===== src/rtl/renode_ahb_arbiter.sv =====
// renode_ahb_arbiter: AHB-Lite arbiter that lets 2..4 managers share one subordinate.
// The address phase comes from addr_owner and the write data from data_owner.
// Ownership moves only while the current owner presents IDLE.
// Ports:
//   HCLK, HRESETn                        clock, async active-low reset
//   m_HTRANS/HADDR/HWRITE/HSIZE/HBURST   per-manager address-phase request
//   m_HWDATA                             per-manager write data
//   m_HREADY, m_HRESP                    per-manager ready/stall and response
//   m_HRDATA                             read data, broadcast to all managers
//   s_*                                  subordinate-side AHB-Lite bus
//   grant                                one-hot address-phase owner (debug)
module renode_ahb_arbiter #(
  parameter int unsigned ADDR_WIDTH   = 32,
  parameter int unsigned DATA_WIDTH   = 32,
  parameter int unsigned NUM_MANAGERS = 2
) (
  input  logic                                    HCLK,
  input  logic                                    HRESETn,
  input  logic [NUM_MANAGERS-1:0][1:0]            m_HTRANS,
  input  logic [NUM_MANAGERS-1:0][ADDR_WIDTH-1:0] m_HADDR,
  input  logic [NUM_MANAGERS-1:0]                 m_HWRITE,
  input  logic [NUM_MANAGERS-1:0][2:0]            m_HSIZE,
  input  logic [NUM_MANAGERS-1:0][2:0]            m_HBURST,
  input  logic [NUM_MANAGERS-1:0][DATA_WIDTH-1:0] m_HWDATA,
  output logic [NUM_MANAGERS-1:0]                 m_HREADY,
  output logic [NUM_MANAGERS-1:0]                 m_HRESP,
  output logic [DATA_WIDTH-1:0]                   m_HRDATA,
  output logic [1:0]                              s_HTRANS,
  output logic [ADDR_WIDTH-1:0]                   s_HADDR,
  output logic                                    s_HWRITE,
  output logic [2:0]                              s_HSIZE,
  output logic [2:0]                              s_HBURST,
  output logic [DATA_WIDTH-1:0]                   s_HWDATA,
  input  logic                                    s_HREADYOUT,
  input  logic                                    s_HRESP,
  input  logic [DATA_WIDTH-1:0]                   s_HRDATA,
  output logic                                    s_HREADY,
  output logic [NUM_MANAGERS-1:0]                 grant
);

  localparam int unsigned IDX_W = (NUM_MANAGERS > 1) ? $clog2(NUM_MANAGERS) : 1;

  logic [IDX_W-1:0] addr_owner_q, addr_owner_d;
  logic [IDX_W-1:0] data_owner_q, data_owner_d;
  logic [IDX_W-1:0] rr_last_q,    rr_last_d;
  logic             data_active_q, data_active_d;
  logic [IDX_W-1:0] cand;
  logic             found;

  // Ownership state; reset acts immediately and discards in-flight transfers
  always_ff @(posedge HCLK or negedge HRESETn) begin
    if (!HRESETn) begin
      addr_owner_q  <= '0;
      data_owner_q  <= '0;
      data_active_q <= 1'b0;
      rr_last_q     <= IDX_W'(NUM_MANAGERS - 1);
    end else begin
      addr_owner_q  <= addr_owner_d;
      data_owner_q  <= data_owner_d;
      data_active_q <= data_active_d;
      rr_last_q     <= rr_last_d;
    end
  end

  // Phase tracking and round-robin re-arbitration at idle boundaries
  always_comb begin
    addr_owner_d  = addr_owner_q;
    data_owner_d  = data_owner_q;
    data_active_d = data_active_q;
    rr_last_d     = rr_last_q;
    cand          = addr_owner_q;
    found         = 1'b0;
    if (s_HREADYOUT) begin
      data_active_d = s_HTRANS[1];
      data_owner_d  = addr_owner_q;
      if (m_HTRANS[addr_owner_q] == 2'b00) begin
        // Owner itself is IDLE, so scanning the other N-1 indices is enough
        for (int unsigned k = 1; k < NUM_MANAGERS; k++) begin
          cand = IDX_W'((32'(addr_owner_q) + k) % NUM_MANAGERS);
          if (!found && m_HTRANS[cand][1]) begin
            found        = 1'b1;
            addr_owner_d = cand;
            rr_last_d    = cand;
          end
        end
      end
    end
  end

  // Subordinate-side request mux; HTRANS forced to IDLE while in reset
  always_comb begin
    s_HTRANS = HRESETn ? m_HTRANS[addr_owner_q] : 2'b00;
    s_HADDR  = m_HADDR[addr_owner_q];
    s_HWRITE = m_HWRITE[addr_owner_q];
    s_HSIZE  = m_HSIZE[addr_owner_q];
    s_HBURST = m_HBURST[addr_owner_q];
    s_HWDATA = m_HWDATA[data_owner_q];
    s_HREADY = s_HREADYOUT;
    m_HRDATA = s_HRDATA;
  end

  // Per-manager ready/response: non-owners stall only while requesting
  always_comb begin
    m_HREADY = '0;
    m_HRESP  = '0;
    grant    = '0;
    grant[addr_owner_q] = 1'b1;
    for (int unsigned i = 0; i < NUM_MANAGERS; i++) begin
      if (IDX_W'(i) == addr_owner_q) begin
        m_HREADY[i] = s_HREADYOUT;
      end else begin
        m_HREADY[i] = ~m_HTRANS[i][1];
      end
      m_HRESP[i] = data_active_q && (IDX_W'(i) == data_owner_q) && s_HRESP;
    end
  end

endmodule


===== config.mk =====
export PLATFORM = sky130hd
export DESIGN_NAME = renode_ahb_arbiter
export DESIGN_NICKNAME = d
export VERILOG_FILES = /design/src/rtl/renode_ahb_arbiter.sv
export SDC_FILE = /design/constraint.sdc
export NUM_CORES = 1
export LEC_CHECK = 0
export BUFFER_PORTS_ARGS = -buffer_cell sky130_fd_sc_hd__buf_2
export CAP_MARGIN = 40
export CORE_AREA = 3 3 112 114
export CTS_CLUSTER_DIAMETER = 150
export DETAILED_ROUTE_END_ITERATION = 6
export DIE_AREA = 0 0 115 117
export GPL_TIMING_DRIVEN = 1
export SYNTH_ARGS = -nofsm -noshare
export SYNTH_HDL_FRONTEND = slang
export SYNTH_SLANG_ARGS = --single-unit

===== constraint.sdc =====
create_clock -name HCLK -period 1.6 [get_ports HCLK]
set_clock_uncertainty 0.05 [all_clocks]
set_input_delay 0.32 -clock HCLK [delete_from_list [all_inputs] [get_ports HCLK]]
set_output_delay 0.32 -clock HCLK [all_outputs]
set_load 0.01 [all_outputs]

==> flow_summary.ini <==
[place]
dp_hpwl_um = 5293
place_congestion = 0.8040
port_buffers = 229
postPlaceCellArea_um2 = 2649
dpl.cell_count = 472

[worst_setup_path]
critical_path.top_delay_family = buffers and inverters
path_cells = buf_12 > buf_16 > mux2_4 > buf_6
start_kind = flop
crit_fanout = 8
cp.required_ns = 1.23
slowest_stage = dfrtp_2
crit_type = flop to primary output
cp-end-kind = primary output
cpPeakStageDelay_ns = 0.42
crit_arrival_ns = 1.38
crit_buf_inv = 3

[clock_tree]
htree_levels = 1
numCtsBuffers = 3
cts_tree = built
clockRootBuffer = clkbuf_16
cts_max_path_buffers = 2
cts.sinks = 3
clock_latency_ns = 0.23
clk_pin_slew_ns = 0.03

[final_layout]
fin_util = 0.2957
drive_above_1_share = 0.9477
fin_area_um2 = 3406
layoutNonFillerInstCount = 487
fill_cells = 1155
n_antenna_cell = 0
area_growth_pct = 107.3
nets = 527

[route]
firstDrtPassIters = 2
drc = 0
drt_iter0_markers = 20
wirelength_um = 6806
post_drt_wl_per_cell_um = 13.98
drtAntennaViolNets = 0
vias_per_cell = 3.780
routed-via-count = 1841

[power_and_ir_drop]
p_per_area_nw_per_um2 = 510.3
p_leak_nw = 1.817
irDropWorstVdd_mv = 0.5239

[grt]
antenna_found_initial = 0
top_usage_layer = met2
grt_overflow = 0
grt.total_usage = 0.08254
globalRouteMet2Util = 0.1497
grt_max_degree = 35
grt_pass1_wl_um = 8880
grtUsageMet3 = 0.02262
grt_pass1_vias = 1831
use_met1 = 0.09406

[logic_synthesis]
ys_types = 18
synth_area_leaders = mux2_4 (59%), buf_4 (16%), buf_12 (4.9%)
synth-seq-cells = 3
synth_nets = 319
syn_area_um2 = 1643
synth-seq-area-share = 0.04570
synth_top_cell_area_share = 0.5941
syn_area_per_cell_um2 = 11.99
synth_cells = 137
synthArstFlopShare = 1.000
synth_edf_count = 0
yosys.area.top_type = mux2_4
synthFlopType = dfrtp_1
ys_warn_count = 0

[sta]
worstMarginPinSlew_ns = 0.2072
finalCriticalPeriod_ns = 1.749
tns_ns = -7.395
whs_ns = 0.3068
max_clock_freq_ghz = 0.5718
finalHoldViolCount = 0
fin_ws_ns = -0.1489
period_share = 1.093
drv_slew = 0
slew-limit-headroom = 0.8614
finalSetupViolCount = 74
rsz0062_at_grt = yes

[floorplan]
die-area_um2 = 13460
die_w_um = 115
start_util = 0.1427
core_area_um2 = 11520
row_count = 39
num_io_pins = 294
die_h_um = 117

[min_path]
worstHoldPathType = input port to flop

[run_status]
violations = negative setup slack
status = finished with violations

[run]
drv_cap = 0
worst reg2reg max path, cell delays in order, from the launching register on:
cell and delay [ns]:
dfrtp_2 0.38, buf_6 0.12, buf_8 0.12, and2b_2 0.22, a211oi_2 0.15
sequential cells by signal, summed over array words and instances (netlist names):
signal,flops
addr_owner_q,1
data_active_q,1
data_owner_q,1
routing by layer:
layer	wire length, µm	share of wire
met5	0	0
met3	662	0.097
met4	66	0.0097
met2	3658	0.54
met1	2418	0.36
report_power, final:
part           internal [mW]  switching [mW]  total [mW]
Combinational          0.803           0.434        1.24
Clock                  0.330          0.0793       0.409
Sequential            0.0838         0.00792      0.0917
Total                   1.22           0.521        1.74
cell usage after synthesis (2+ instances only):
master / number
mux2_4: 65
buf_4: 34
mux2_2: 6
buf_6: 5
buf_12: 4
dfrtp_1: 3
mux2i_1: 3
nand2_1: 3
inv_1: 2
nor2_1: 2
nor2b_1: 2
o21ai_0: 2
cells in the final DEF (no fill, tap or decap), types with 2 or more instances in the layout:
| master | synthesis | routed |
|---|---|---|
| buf_4 | 34 | 2 |
| mux2_4 | 65 | 71 |
| dfrtp_2 | 0 | 2 |
| buf_12 | 4 | 3 |
| nand2_1 | 3 | 3 |
| buf_16 | 0 | 3 |
| clkbuf_16 | 0 | 4 |
| buf_8 | 0 | 2 |
| nor2b_1 | 2 | 2 |
| nor2_1 | 2 | 2 |
| mux2i_1 | 3 | 2 |
| inv_1 | 2 | 2 |
| buf_6 | 5 | 75 |
| buf_2 | 0 | 159 |
area by class of cell:
cell class / count / area (µm²) / share of cell area
Sequential cell: 3 / 77.57 / 0.02278
Timing Repair Buffer: 246 / 1863 / 0.5470
Clock buffer: 4 / 78.83 / 0.02314
Tap cell: 143 / 178.9 / 0.05253
Inverter: 3 / 16.27 / 0.004776
Multi-Input combinational cell: 88 / 1191 / 0.3497
logic make-up after synthesis:
| kind of cell | after synthesis | synth area share |
|---|---|---|
| muxes | 74 | 0.6535 |
| and+or+nand+nor | 10 | 0.03656 |
| buffers and inverters | 46 | 0.2452 |
| DFF | 3 | 0.04570 |
| AOI/OAI and AO/OA | 4 | 0.01904 |
per-stage QoR:
step,total power [mW],setup WS [ns]
2_1_floorplan,0.7133,0.1917
3_3_place_gp,0.9804,0.08705
3_5_place_dp,0.9959,0.05012
4_1_cts,1.693,-0.1505
5_1_grt,1.828,-0.1681
6_report,1.738,-0.1489
worst paths after layout:
path,startpoint,end,slack [ns],cells after the start
setup / recovery,addr_owner_q$_DFFE_PN0P_,s_HADDR[19],-0.15,4
hold / removal,s_HREADYOUT,data_owner_q$_DFFE_PN0P_,0.31,2
setup reg to reg,addr_owner_q$_DFFE_PN0P_,addr_owner_q$_DFFE_PN0P_,0.47,4
hold reg to reg,data_active_q$_DFFE_PN0P_,data_active_q$_DFFE_PN0P_,0.44,1
max in group asynchronous,HRESETn,data_owner_q$_DFFE_PN0P_,0.84,2
min in group asynchronous,HRESETn,data_active_q$_DFFE_PN0P_,0.46,2
repair_timing:
| item | in CTS | in global routing |
|---|---|---|
| hold buffers | 1 | 0 |
| setup endpoints to repair | 74 | 76 |
| gates cloned | 3 | 1 |
| setup buffers | 5 | 1 |
| hold endpoints to repair | 3 | 0 |
| resized for setup | 73 | 20 |
Power figures use the tool's default switching activity.
